==> src/rtl/lighthouse_pkg.sv <==
// rtl/lighthouse_pkg.sv - state encoding, sync-code bit fields and clock-scaled timing thresholds
package lighthouse_pkg;

  typedef enum logic [2:0] {
    ST_IDLE,
    ST_WAIT_LOW,
    ST_WAIT_RISE,
    ST_MEASURE,
    ST_CLASSIFY
  } state_t;

  localparam int CODE_SKIP = 2;
  localparam int CODE_DATA = 1;
  localparam int CODE_AXIS = 0;

  // 62.5 us
  function automatic int sync_base(input longint clk_hz);
    return int'(clk_hz * 625 / 10_000_000);
  endfunction

  // 10.42 us
  function automatic int sync_step(input longint clk_hz);
    return int'(clk_hz * 1042 / 100_000_000);
  endfunction

  // half a step, centres each code bin on its nominal width
  function automatic int sync_half(input longint clk_hz);
    return int'(clk_hz * 52 / 10_000_000);
  endfunction

  // 30 us
  function automatic int sweep_max(input longint clk_hz);
    return int'(clk_hz * 30 / 1_000_000);
  endfunction

  // 1000 us between the two syncs of a group
  function automatic int lh_gap(input longint clk_hz);
    return int'(clk_hz / 1000);
  endfunction

  // 8.333 ms rotor period, rounded
  function automatic int sweep_window(input longint clk_hz);
    return int'((clk_hz + 60) / 120);
  endfunction

endpackage

==> src/rtl/lighthouse_edge_sync.sv <==
// rtl/lighthouse_edge_sync.sv - 2-flop synchronizer with registered rise/fall strobes
module lighthouse_edge_sync (
  input  logic i_clk,
  input  logic i_rst,
  input  logic i_d,
  output logic o_level,
  output logic o_rise,
  output logic o_fall
);

  logic r_meta, r_sync, r_prev, r_rise, r_fall;

  always_ff @(posedge i_clk) begin
    if (i_rst) begin
      r_meta <= 1'b0;
      r_sync <= 1'b0;
      r_prev <= 1'b0;
      r_rise <= 1'b0;
      r_fall <= 1'b0;
    end else begin
      r_meta <= i_d;
      r_sync <= r_meta;
      r_prev <= r_sync;
      r_rise <= r_sync & ~r_prev;
      r_fall <= ~r_sync & r_prev;
    end
  end

  // r_prev lines up with the registered edge strobes
  assign o_level = r_prev;
  assign o_rise  = r_rise;
  assign o_fall  = r_fall;

endmodule

==> src/rtl/lighthouse_pulse_decoder.sv <==
// rtl/lighthouse_pulse_decoder.sv - Lighthouse v1 sync/sweep classifier; DECODER_GLITCH_FILTER_EN drops short glitches
module lighthouse_pulse_decoder
  import lighthouse_pkg::*;
#(
  parameter longint CLK_SPEED     = 50_000_000,
  parameter int     COUNTER_WIDTH = 20,
  parameter int     GLITCH_CYCLES = 10
) (
  input  logic                     i_clk,
  input  logic                     i_rst,
  input  logic                     i_enable,
  input  logic                     i_e_in,
  output logic                     o_sweep_valid,
  output logic [COUNTER_WIDTH-1:0] o_sweep_duration,
  output logic                     o_sweep_axis,
  output logic                     o_sweep_lighthouse,
  output logic                     o_ootx_valid,
  output logic                     o_ootx_data,
  output logic                     o_ootx_lighthouse,
  output logic                     o_pulse_error
);

  localparam int SYNC_BASE = sync_base(CLK_SPEED);
  localparam int SYNC_STEP = sync_step(CLK_SPEED);
  localparam int SYNC_HALF = sync_half(CLK_SPEED);
  localparam int SWEEP_MAX = sweep_max(CLK_SPEED);
  localparam logic [COUNTER_WIDTH-1:0] SYNC_MIN_W = COUNTER_WIDTH'(SYNC_BASE - SYNC_HALF);
  localparam logic [COUNTER_WIDTH-1:0] SYNC_MAX_W = COUNTER_WIDTH'(SYNC_BASE + 7*SYNC_STEP + SYNC_HALF);
  localparam logic [COUNTER_WIDTH-1:0] LONG_MAX_W = COUNTER_WIDTH'(SYNC_BASE + 7*SYNC_STEP + SYNC_HALF + 1);
  localparam logic [COUNTER_WIDTH-1:0] LH_GAP_W   = COUNTER_WIDTH'(lh_gap(CLK_SPEED));
  localparam logic [COUNTER_WIDTH-1:0] WINDOW_W   = COUNTER_WIDTH'(sweep_window(CLK_SPEED));

  logic [COUNTER_WIDTH-1:0] r_width;
  logic                     w_drop;

`ifdef DECODER_GLITCH_FILTER_EN
  localparam int SWEEP_LIMIT = SWEEP_MAX;
  assign w_drop = (r_width < COUNTER_WIDTH'(GLITCH_CYCLES));
`else
  // glitches fall into the sweep class even if configured wider than a sweep
  localparam int SWEEP_LIMIT = (GLITCH_CYCLES > SWEEP_MAX) ? GLITCH_CYCLES : SWEEP_MAX;
  assign w_drop = 1'b0;
`endif

  state_t                   r_state;
  logic [COUNTER_WIDTH-1:0] r_counter, r_rise_ts, r_ref_ts, r_prev_ts, r_duration;
  logic                     r_ref_valid, r_ref_axis, r_ref_lh, r_prev_sync;
  logic                     r_sweep_valid, r_sweep_axis, r_sweep_lh;
  logic                     r_ootx_valid, r_ootx_data, r_ootx_lh, r_pulse_error;

  logic                     w_level, w_rise, w_fall;
  logic [COUNTER_WIDTH-1:0] w_width_inc, w_delta;
  logic [2:0]               w_code;
  logic                     w_is_sync, w_is_sweep, w_lh, w_age_out, w_ref_live;

  lighthouse_edge_sync u_edge (
    .i_clk  (i_clk),
    .i_rst  (i_rst),
    .i_d    (i_e_in),
    .o_level(w_level),
    .o_rise (w_rise),
    .o_fall (w_fall)
  );

  always_comb begin
    w_code = 3'd7;
    for (int n = 6; n >= 0; n--) begin
      if (r_width < COUNTER_WIDTH'(SYNC_BASE + n*SYNC_STEP + SYNC_HALF)) w_code = 3'(n);
    end
  end

  assign w_width_inc = r_width + 1'b1;
  assign w_delta     = r_rise_ts - r_ref_ts;
  assign w_is_sync   = (r_width >= SYNC_MIN_W) && (r_width <= SYNC_MAX_W);
  assign w_is_sweep  = (r_width < COUNTER_WIDTH'(SWEEP_LIMIT));
  assign w_lh        = r_prev_sync && ((r_rise_ts - r_prev_ts) < LH_GAP_W);
  assign w_age_out   = r_ref_valid && ((r_counter - r_ref_ts) >= WINDOW_W);
  assign w_ref_live  = r_ref_valid && !w_age_out;

  always_ff @(posedge i_clk) begin
    if (i_rst) begin
      r_state       <= ST_IDLE;
      r_counter     <= '0;
      r_rise_ts     <= '0;
      r_width       <= '0;
      r_ref_ts      <= '0;
      r_prev_ts     <= '0;
      r_duration    <= '0;
      r_ref_valid   <= 1'b0;
      r_ref_axis    <= 1'b0;
      r_ref_lh      <= 1'b0;
      r_prev_sync   <= 1'b0;
      r_sweep_valid <= 1'b0;
      r_sweep_axis  <= 1'b0;
      r_sweep_lh    <= 1'b0;
      r_ootx_valid  <= 1'b0;
      r_ootx_data   <= 1'b0;
      r_ootx_lh     <= 1'b0;
      r_pulse_error <= 1'b0;
    end else begin
      r_counter     <= r_counter + 1'b1;
      r_sweep_valid <= 1'b0;
      r_ootx_valid  <= 1'b0;
      r_pulse_error <= 1'b0;
      if (w_age_out) r_ref_valid <= 1'b0;

      if (!i_enable) begin
        r_state     <= ST_IDLE;
        r_ref_valid <= 1'b0;
        r_prev_sync <= 1'b0;
      end else begin
        case (r_state)
          ST_IDLE:      r_state <= ST_WAIT_LOW;
          ST_WAIT_LOW:  if (!w_level) r_state <= ST_WAIT_RISE;
          ST_WAIT_RISE: if (w_rise) begin
            r_rise_ts <= r_counter;
            r_width   <= '0;
            r_state   <= ST_MEASURE;
          end
          ST_MEASURE: begin
            r_width <= w_width_inc;
            if (w_fall) begin
              r_state <= ST_CLASSIFY;
            end else if (w_width_inc == LONG_MAX_W) begin
              r_pulse_error <= 1'b1;
              r_state       <= ST_WAIT_LOW;
            end
          end
          ST_CLASSIFY: begin
            r_state <= ST_WAIT_RISE;
            if (!w_drop) begin
              r_prev_sync <= w_is_sync;
              r_prev_ts   <= r_rise_ts;
              if (w_is_sync) begin
                r_ootx_valid <= 1'b1;
                r_ootx_data  <= w_code[CODE_DATA];
                r_ootx_lh    <= w_lh;
                if (!w_code[CODE_SKIP]) begin
                  r_ref_ts    <= r_rise_ts;
                  r_ref_axis  <= w_code[CODE_AXIS];
                  r_ref_lh    <= w_lh;
                  r_ref_valid <= 1'b1;
                end
              end else if (w_is_sweep) begin
                if (w_ref_live && (w_delta < WINDOW_W)) begin
                  r_sweep_valid <= 1'b1;
                  r_duration    <= w_delta + (r_width >> 1);
                  r_sweep_axis  <= r_ref_axis;
                  r_sweep_lh    <= r_ref_lh;
                  r_ref_valid   <= 1'b0;
                end
              end else begin
                r_pulse_error <= 1'b1;
              end
            end
          end
          default: r_state <= ST_IDLE;
        endcase
      end
    end
  end

  assign o_sweep_valid      = r_sweep_valid;
  assign o_sweep_duration   = r_duration;
  assign o_sweep_axis       = r_sweep_axis;
  assign o_sweep_lighthouse = r_sweep_lh;
  assign o_ootx_valid       = r_ootx_valid;
  assign o_ootx_data        = r_ootx_data;
  assign o_ootx_lighthouse  = r_ootx_lh;
  assign o_pulse_error      = r_pulse_error;

endmodule

==> config.mk <==
export PLATFORM = sky130hd
export DESIGN_NAME = lighthouse_pulse_decoder
export DESIGN_NICKNAME = d
export VERILOG_FILES = /design/src/rtl/lighthouse_pkg.sv /design/src/rtl/lighthouse_edge_sync.sv /design/src/rtl/lighthouse_pulse_decoder.sv
export SDC_FILE = /design/constraint.sdc
export NUM_CORES = 1
export LEC_CHECK = 0
export ABC_AREA = 1
export CAP_MARGIN = 25
export CORE_UTILIZATION = 60
export DETAILED_ROUTE_END_ITERATION = 16
export MAX_ROUTING_LAYER = met4
export PLACE_DENSITY = 0.87
export SYNTH_ARGS = -nofsm -noshare
export SYNTH_HDL_FRONTEND = slang
export SYNTH_SLANG_ARGS = --single-unit
==> constraint.sdc <==
create_clock -name i_clk -period 5 [get_ports i_clk]
set_clock_uncertainty 0.1 [all_clocks]
set_input_delay 1.25 -clock i_clk [delete_from_list [all_inputs] [get_ports i_clk]]
set_output_delay 1.25 -clock i_clk [all_outputs]
set_load 0.005 [all_outputs]
==> impl_results.md, run 1 <==
* Status: finished with violations
* Final Util at 67.35%
* First-pass GRT wire length at 48,280 um
* CTS sink cnt at 139
* DIE AREA at 19,170 um^2
* Synth Flop Type: dfxtp_1
* Share of layout cells above drive strength 1 at 7.218%
* Pre-antenna DRT Iters at 12
* Largest family of logic cells by synthesized area: simple AND/OR/NAND/NOR gates
* H-tree depth at 4
* CORE AREA at 18,090 um^2
* Adder-Cell Fraction of Synth Area at 9.495%
* Post-CTS setup buffer count at 0
* Gate Count Post-Synth at 1,772
* Crit share post-route at 72.12%
* Pwr dens at 210.4 nW/um^2
* Clock latency at the later pin of the worst-skew pair at 0.44 ns
* Post-Synth XOR/XNOR Area at 3.370%
* DP HPWL at 22,300 um
* Post-CTS sizing at 0
* Cts bufs inserted at 17
* Kind of critical path: reg2reg
* Inserted Diodes at 0
* RSZ-0062 raised after global routing: no
* Initial drt markers at 1,060
* DRT Wirelength at 29,180 um
* GP Congestion at 0.9940
* P&R area growth vs syn at 9.002%
* Grt ovf at 0
* Fmax at 277.3 MHz
* DR vias at 11,350
* Buf/Inv on CP at 3
* TritonCTS clock tree: yes
* Unique masters post-synth at 58
* Sequential fraction of design power at 43.6%
* Syn. warnings at 0
* Largest net degree at the start of global routing at 61
* Vias in the first global route at 10,310
* Mapped Area at 11,170 um^2
* Die height at 138.5 um
* Worst-Margin Slew at 0.9411 ns
* Clk slew on worst S/H paths at 0.06 ns
* Clock power frac at 49.5%
* Post-synthesis mux area share at 0%
* Switching Fraction at 25.03%
* Max-cap violations at 0
* Synth Area in Compound Gates at 17.02%
* CP Data Arrival Time at 3.84 ns
* Total GRT Usage at 31.65%
* Num rows at 49
* Final setup fails at 0
* Rel. slew slack at 37.11%
* Initial antenna violation count at 0
* Cell Chain, Critical Path: inv_1 -> ha_1 -> inv_1 -> fa_1 -> nand2_1 -> nand3_1 -> a21oi_1 -> xor2_1 -> inv_1 -> ha_1 -> nand2_1 -> nor4_1 -> nand4_1 -> nand3_1 -> xor2_1 -> nand4_1 -> nand2_1 -> nor2_1
* Fraction of registers with async set/reset at 0%
* Via density at 5.590
* Final hold violations at 0
* Worst Path Required at 5.23 ns
* Slowest cell on the critical path: fa_1
* Int Pwr at 1.921 mW
* Average size of a mapped cell at 6.306 um^2
* DRC errors left at 4
* DRT antenna net count at 0
* Synthesis-stage register bit count at 139
* Min-Delay Path Class: reg2reg
* Peak VDD IR at 0.2508 mV
* Routed wire length per instance at 14.38 um
* Layout fillers at 1,612
* Reg2reg path depth at 18
* CP delay by family, top: simple AND/OR/NAND/NOR gates
* Ports at 31
* Combinational Power Share at 6.8%
* Hold-fix buffers at CTS at 0
* CP Launch Type: flip-flop
* Nets at 1,875
* Cell depth of the worst hold path at 2
* I/O Buffers at 30
* Slew Viols, Final at 0
* Clock Path Buffers at 2
* Failing checks: DRC
* Clk root buf: clkbuf_16
* Pleak at 6.062 nW
* Crit-path max cell delay at 0.46 ns
* Crit path max fanout at 5
* Levels on crit path at 18
* Synth Area in Simple Gates at 33.22%
* Die W at 138.5 um
* Seq/Total Area, Yosys at 24.90%
* Critical path endpoint category: flip-flop
* Post-synth EDFFs at 0
* Total negative slack for setup checks at 0 ns
* Starting Density at 61.78%
* NetSw at 0.6415 mW
* Period minus WS final at 3.606 ns
* Synthesized Nets at 1,859
-- cells in the mapped netlist, types with 4 or more instances --
| cell | count | area [um^2] |
|---|---|---|
| nand2_2 | 15 | 93.84 |
| or2_2 | 4 | 25.02 |
| buf_6 | 5 | 56.30 |
| nor4_1 | 8 | 50.05 |
| nand2_1 | 428 | 1607 |
| clkbuf_1 | 21 | 78.83 |
| o21bai_1 | 6 | 45.04 |
| nor3_1 | 44 | 220.2 |
| nor2_2 | 11 | 68.82 |
| dfxtp_1 | 139 | 2783 |
| nand3_1 | 107 | 535.5 |
| nand4_1 | 35 | 219.0 |
| nor2_1 | 154 | 578.1 |
| a21oi_1 | 175 | 875.8 |
| ha_1 | 80 | 1001 |
| nand3b_1 | 8 | 60.06 |
| buf_2 | 7 | 35.03 |
| inv_1 | 276 | 1036 |
| a21o_1 | 4 | 30.03 |
| xor2_1 | 30 | 262.8 |
| xnor2_1 | 13 | 113.9 |
| nand3_2 | 6 | 60.06 |
| o21bai_2 | 19 | 214.0 |
| nor3_2 | 4 | 40.04 |
| buf_4 | 5 | 37.54 |
| o21ai_0 | 107 | 535.5 |
| inv_2 | 15 | 56.30 |
| nor2_4 | 4 | 45.04 |
-- routing by layer --
layer	vias to the layer above	global-route usage, %	part of all wire [%]
met5	-	-	0
met4	0	12.54	2.9
met3	67	4.919	6.8
met2	383	49.29	44
met1	5125	41.06	46
li1	5772	-	-
-- worst register-to-register path: cells and delay by family (launching register included) --
family | cells | cell delay (ns)
adders and majority gates | 3 | 0.96
xor gates and xnor gates | 2 | 0.39
DFF | 1 | 0.32
AOI/OAI and AO/OA | 1 | 0.18
and+or+nand+nor | 9 | 1.28
buffers and inverters | 3 | 0.27
-- final timing paths --
path / from / endpoint / slack [ns]
max reg2reg: r_rise_ts[0] / o_sweep_duration[18] / 1.39
min reg2reg: u_edge.r_meta / u_edge.r_sync / 0.31
min: u_edge.r_meta / u_edge.r_sync / 0.31
max: r_rise_ts[0] / o_sweep_duration[18] / 1.39
-- final cells by class --
cell class / count / area (um^2) / area share, %
clock buffers: 19 / 442.9 / 3.636
clock inverters: 13 / 141.4 / 1.161
inverters: 293 / 1102 / 9.050
multi-input cells: 1300 / 7052 / 57.89
flip-flops and latches: 139 / 2783 / 22.85
well taps: 229 / 286.5 / 2.352
repair buffers: 37 / 372.9 / 3.061
-- power by group through the flow --
stage                     combinational [mW]  clock [mW]  sequential [mW]
after CTS                              0.171        1.28             1.12
after global placement                 0.165           0             1.14
final                                  0.175        1.27             1.12
after detailed placement               0.170           0             1.14
after floorplan                        0.135           0             1.14
after global routing                   0.195        1.33             1.12
-- stage by stage --
step / cells / total power [mW] / hold slack (ns) / instance area, um^2 / worst slack (ns)
after floorplan: 1772 / 1.276 / 0.2883 / 11170 / 1.831
after global placement: 1997 / 1.308 / 0.2984 / 11570 / 1.566
after detailed placement: 1998 / 1.312 / 0.3061 / 11600 / 1.493
after CTS: 2030 / 2.569 / 0.3157 / 12180 / 1.446
after global routing: 2030 / 2.642 / 0.3267 / 12180 / 1.081
final: 2030 / 2.563 / 0.3089 / 12180 / 1.394
-- kinds of logic after synthesis --
kind of cell,after synthesis
AND/OR/NAND/NOR,838
AO/OA/AOI/OAI,336
buffers and inverters,333
flip-flops,139
adder cells (fa/ha/maj),83
XOR/XNOR,43
-- flip-flops by register name, indices dropped and copies added (netlist names), 3 cells and up --
register,cells
o_sweep_duration,20
r_counter,20
r_prev_ts,20
r_ref_ts,20
r_rise_ts,20
r_width,20
r_state,3
-- layout by cell type (no fill, tap or decap), types with 17 or more instances in the layout --
cell and instances:
xor2_1 30, ha_1 80, nand4_1 35, nor2_1 154
o21ai_0 107, a21oi_1 175, inv_1 276, nand3_1 107
clkdlybuf4s50_1 30, nor3_1 44, dfxtp_1 139, o21bai_2 19
clkbuf_16 17, nand2_1 428
(Power assumes the default switching activity.)
==> run 2: changes to the inputs <==
--- a/config.mk
+++ b/config.mk
@@ -7,10 +7,10 @@
 export LEC_CHECK = 0
 export ABC_AREA = 1
 export CAP_MARGIN = 25
-export CORE_UTILIZATION = 60
+export CORE_UTILIZATION = 57
 export DETAILED_ROUTE_END_ITERATION = 16
 export MAX_ROUTING_LAYER = met4
-export PLACE_DENSITY = 0.87
+export PLACE_DENSITY = 0.86
 export SYNTH_ARGS = -nofsm -noshare
 export SYNTH_HDL_FRONTEND = slang
 export SYNTH_SLANG_ARGS = --single-unit
==> constraint.sdc (replaced) <==
create_clock -name i_clk -period 3.1 [get_ports i_clk]
set_clock_uncertainty 0.1 [all_clocks]
set_input_delay 0.775 -clock i_clk [delete_from_list [all_inputs] [get_ports i_clk]]
set_output_delay 0.775 -clock i_clk [all_outputs]
set_load 0.005 [all_outputs]
==> impl_results.md, run 2 (same netlist as run 1, synthesis figures left out) <==
* Status: finished with violations
* Failing checks: setup timing
* DIE AREA at 20,170 um^2 (+5.2%)
* Peak VDD IR at 0.4097 mV (+63%)
* Cell Count, Final, Fillers Out at 2,196 (+8.2%)
* Pre-CTS setup slack at -0.2808 ns (-1.774 ns)
* H-tree depth at 4 (unchanged)
* Clock power frac at 49.9% (+0.4 points)
* Switching Fraction at 25.79% (+0.75 points)
* Commonest non-fill, non-tap cell in the layout: nand2_1
* RSZ-0062 raised after global routing: yes
* Initial drt markers at 1,188 (+12%)
* DR vias at 12,580 (+11%)
* TritonCTS clock tree: yes
* Cts bufs inserted at 17 (unchanged)
* Area of the multi-input gates at 7951 um^2 (+13%)
* FF-to-FF Start: r_rise_ts[0]
* Grt ovf at 0 (unchanged)
* FF-to-FF End: o_sweep_duration[19]
* Sequential fraction of design power at 42.3% (-1.3 points)
* Fmax at 294.3 MHz (+6.1%)
* FF/Latch Area at 2788 um^2 (+0.18%)
* Critical path endpoint category: flip-flop
* CP Launch Type: flip-flop
* First-pass GRT wire length at 53,250 um (+10%)
* Max-cap violations at 0 (unchanged)
* Clk root buf: clkbuf_16
* Cell Chain, Critical Path: inv_2 -> ha_4 -> inv_2 -> fa_2 -> buf_6 -> buf_4 -> xnor2_2 -> buf_4 -> inv_2 -> ha_4 -> a21oi_1 -> nand2_1 -> nand3_1 -> nand3_2 -> a21bo_2 -> buf_4 -> a21oi_2 -> nor2_1 -> nor3_1 -> nor2_1
* Pwr dens at 298.3 nW/um^2 (+42%)
* Period minus WS final at 3.398 ns (-0.2081 ns)
* CTS sink cnt at 139 (unchanged)
* Final WS setup at -0.2979 ns (-1.692 ns)
* Nets at 2,010 (+7.2%)
* Final hold violations at 0 (unchanged)
* Clock latency at the later pin of the worst-skew pair at 0.43 ns (about the same)
* Int Pwr at 3.163 mW (+65%)
* Slowest cell on the critical path: fa_2
* Via density at 5.728 (+2.5%)
* DRT antenna net count at 0 (unchanged)
* Worst-Margin Slew at 0.6551 ns (-0.2860 ns)
* Ports at 31 (unchanged)
* Pre-antenna DRT Iters at 6 (-6)
* Crit-path max cell delay at 0.37 ns (-0.09 ns)
* Fin Hold WS at 0.3090 ns (+0.00005100 ns)
* Crit share post-route at 109.6% (+37 points)
* DRT Wirelength at 35,110 um (+20%)
* Num rows at 50 (+2.0%)
* Kind of critical path: reg2reg
* DRC errors left at 0 (-4)
* CORE AREA at 18,960 um^2 (+4.8%)
* DP HPWL at 24,230 um (+8.7%)
* CP Data Arrival Time at 3.62 ns (-0.22 ns)
* Combinational Power Share at 7.8% (+1.0 points)
* Pleak at 6.896 nW (+14%)
* Total GRT Usage at 33.80% (+2.2 points)
* I/O Buffers at 30 (unchanged)
* Die height at 142.0 um (+2.6%)
* Vias in the first global route at 11,480 (+11%)
* Worst Path Required at 3.32 ns (-1.91 ns)
* Min-delay src: u_edge.r_meta
* Cell depth of the worst hold path at 2 (unchanged)
* Die W at 142.0 um (+2.6%)
* Share of layout cells above drive strength 1 at 21.80% (+15 points)
* Most used cells in the layout excluding fill and tap cells: nand2_1, inv_1, a21oi_1
* Layout fillers at 1,387 (-14%)
* P&R area growth vs syn at 27.87%
* Clock Path Buffers at 2 (unchanged)
* Initial antenna violation count at 0 (unchanged)
* Rel. slew slack at 56.27% (+19 points)
* GP Congestion at 1.032 (+3.8%)
* Routed wire length per instance at 15.99 um (+11%)
* Crit path max fanout at 4 (-1)
* Largest net degree at the start of global routing at 49 (-20%)
* Clk slew on worst S/H paths at 0.07 ns (about the same)
* Dpl cells at 2,139 (+7.1%)
* Final setup fails at 6 (+6)
* Slew Viols, Final at 0 (unchanged)
* Inserted Diodes at 0 (unchanged)
* Reg2reg setup slack at -0.30 ns (-1.69 ns)
* Min-Delay Endpoint: u_edge.r_sync
* Min-Delay Path Class: reg2reg
* Reg2reg path depth at 20 (+2)
* Starting Density at 58.95% (-2.8 points)
* NetSw at 1.099 mW (+71%)
run 2: cell count changes in the layout (fill, tap and decap cells not counted), sizes merged:
cell      before  now
buf            7  139
clkinvlp       2    3
nand2        444  445
clkbuf        19   20
inv          297  300
clkinv         5    1
nand3        114  115
run 2: layout make-up:
| cell class | count | share of cell area [%] |
|---|---|---|
| Clock buffer | 19 | 3.170 |
| Clock inverter | 13 | 1.086 |
| Inverter | 293 | 7.715 |
| Multi-Input combinational cell | 1302 | 55.65 |
| Sequential cell | 139 | 19.51 |
| Tap cell | 260 | 2.277 |
| Timing Repair Buffer | 170 | 10.60 |
run 2: stage by stage:
stage	utilization, %	power [mW]	cell area [um^2]	TNS (ns)
detailed placement	65.99	2.133	12510	-2.156
CTS	70.94	4.234	13450	-0.2098
global placement	65.99	2.125	12510	-0.5656
floorplan	-	2.058	11180	0
global route	75.38	4.378	14290	-3.184
finish	75.38	4.262	14290	-1.213
run 2: worst max path at each step:
| stage | startpoint | slack (ns) | cells after the start | end |
|---|---|---|---|---|
| 4_1_cts | r_rise_ts[0] | -0.09 | 23 | o_sweep_duration[18] |
| 6_report | r_rise_ts[0] | -0.30 | 20 | o_sweep_duration[19] |
| 3_3_place_gp | r_rise_ts[0] | -0.13 | 21 | o_sweep_duration[17] |
| 2_1_floorplan | r_rise_ts[0] | 0.004 | 20 | o_sweep_duration[17] |
| 3_5_place_dp | r_rise_ts[0] | -0.28 | 23 | o_sweep_duration[18] |
| 5_1_grt | r_rise_ts[0] | -0.41 | 20 | o_sweep_duration[19] |
run 2: worst max-delay path: cells and delay by family, from the launching register on:
kind,cells,cell delay [ns]
AOI/OAI and AO/OA,3,0.54
xor gates and xnor gates,1,0.12
adders and majority gates,3,0.73
buffers and inverters,7,0.70
DFF,1,0.33
and+or+nand+nor,6,0.76
run 2: power by group through the flow:
stage               clock [mW]  sequential [mW]  combinational, mW
floorplan                    0             1.84              0.218
global placement             0             1.84              0.283
detailed placement           0             1.84              0.291
CTS                       2.13             1.80              0.302
global route              2.21             1.80              0.369
finish                    2.13             1.80              0.331
run 2: layer usage:
layer	wire [um]	vias to the layer above	GRT usage (%)
li1	-	6054	-
met1	14560	5810	42.46
met2	16220	571	54.39
met3	2952	143	5.316
met4	1387	0	13.19
met5	0	-	-
run 2: repair_timing:
| item | in CTS | in global routing |
|---|---|---|
| endpoints found under the setup margin | 22 | 23 |
| resized for setup | 55 | 146 |
| gates cloned | 0 | 3 |
| buffers inserted | 6 | 16 |
| pin swaps | 24 | 33 |
| hold buffers | 0 | 0 |
==> run 3: changes to the inputs <==
--- a/config.mk
+++ b/config.mk
@@ -8,6 +8,7 @@
 export ABC_AREA = 1
 export CAP_MARGIN = 25
 export CORE_UTILIZATION = 57
+export CTS_CLUSTER_DIAMETER = 100
 export DETAILED_ROUTE_END_ITERATION = 16
 export MAX_ROUTING_LAYER = met4
 export PLACE_DENSITY = 0.86
==> results of run 3 <==
The final DEF is identical to that of run 2; final timing and power are the same.
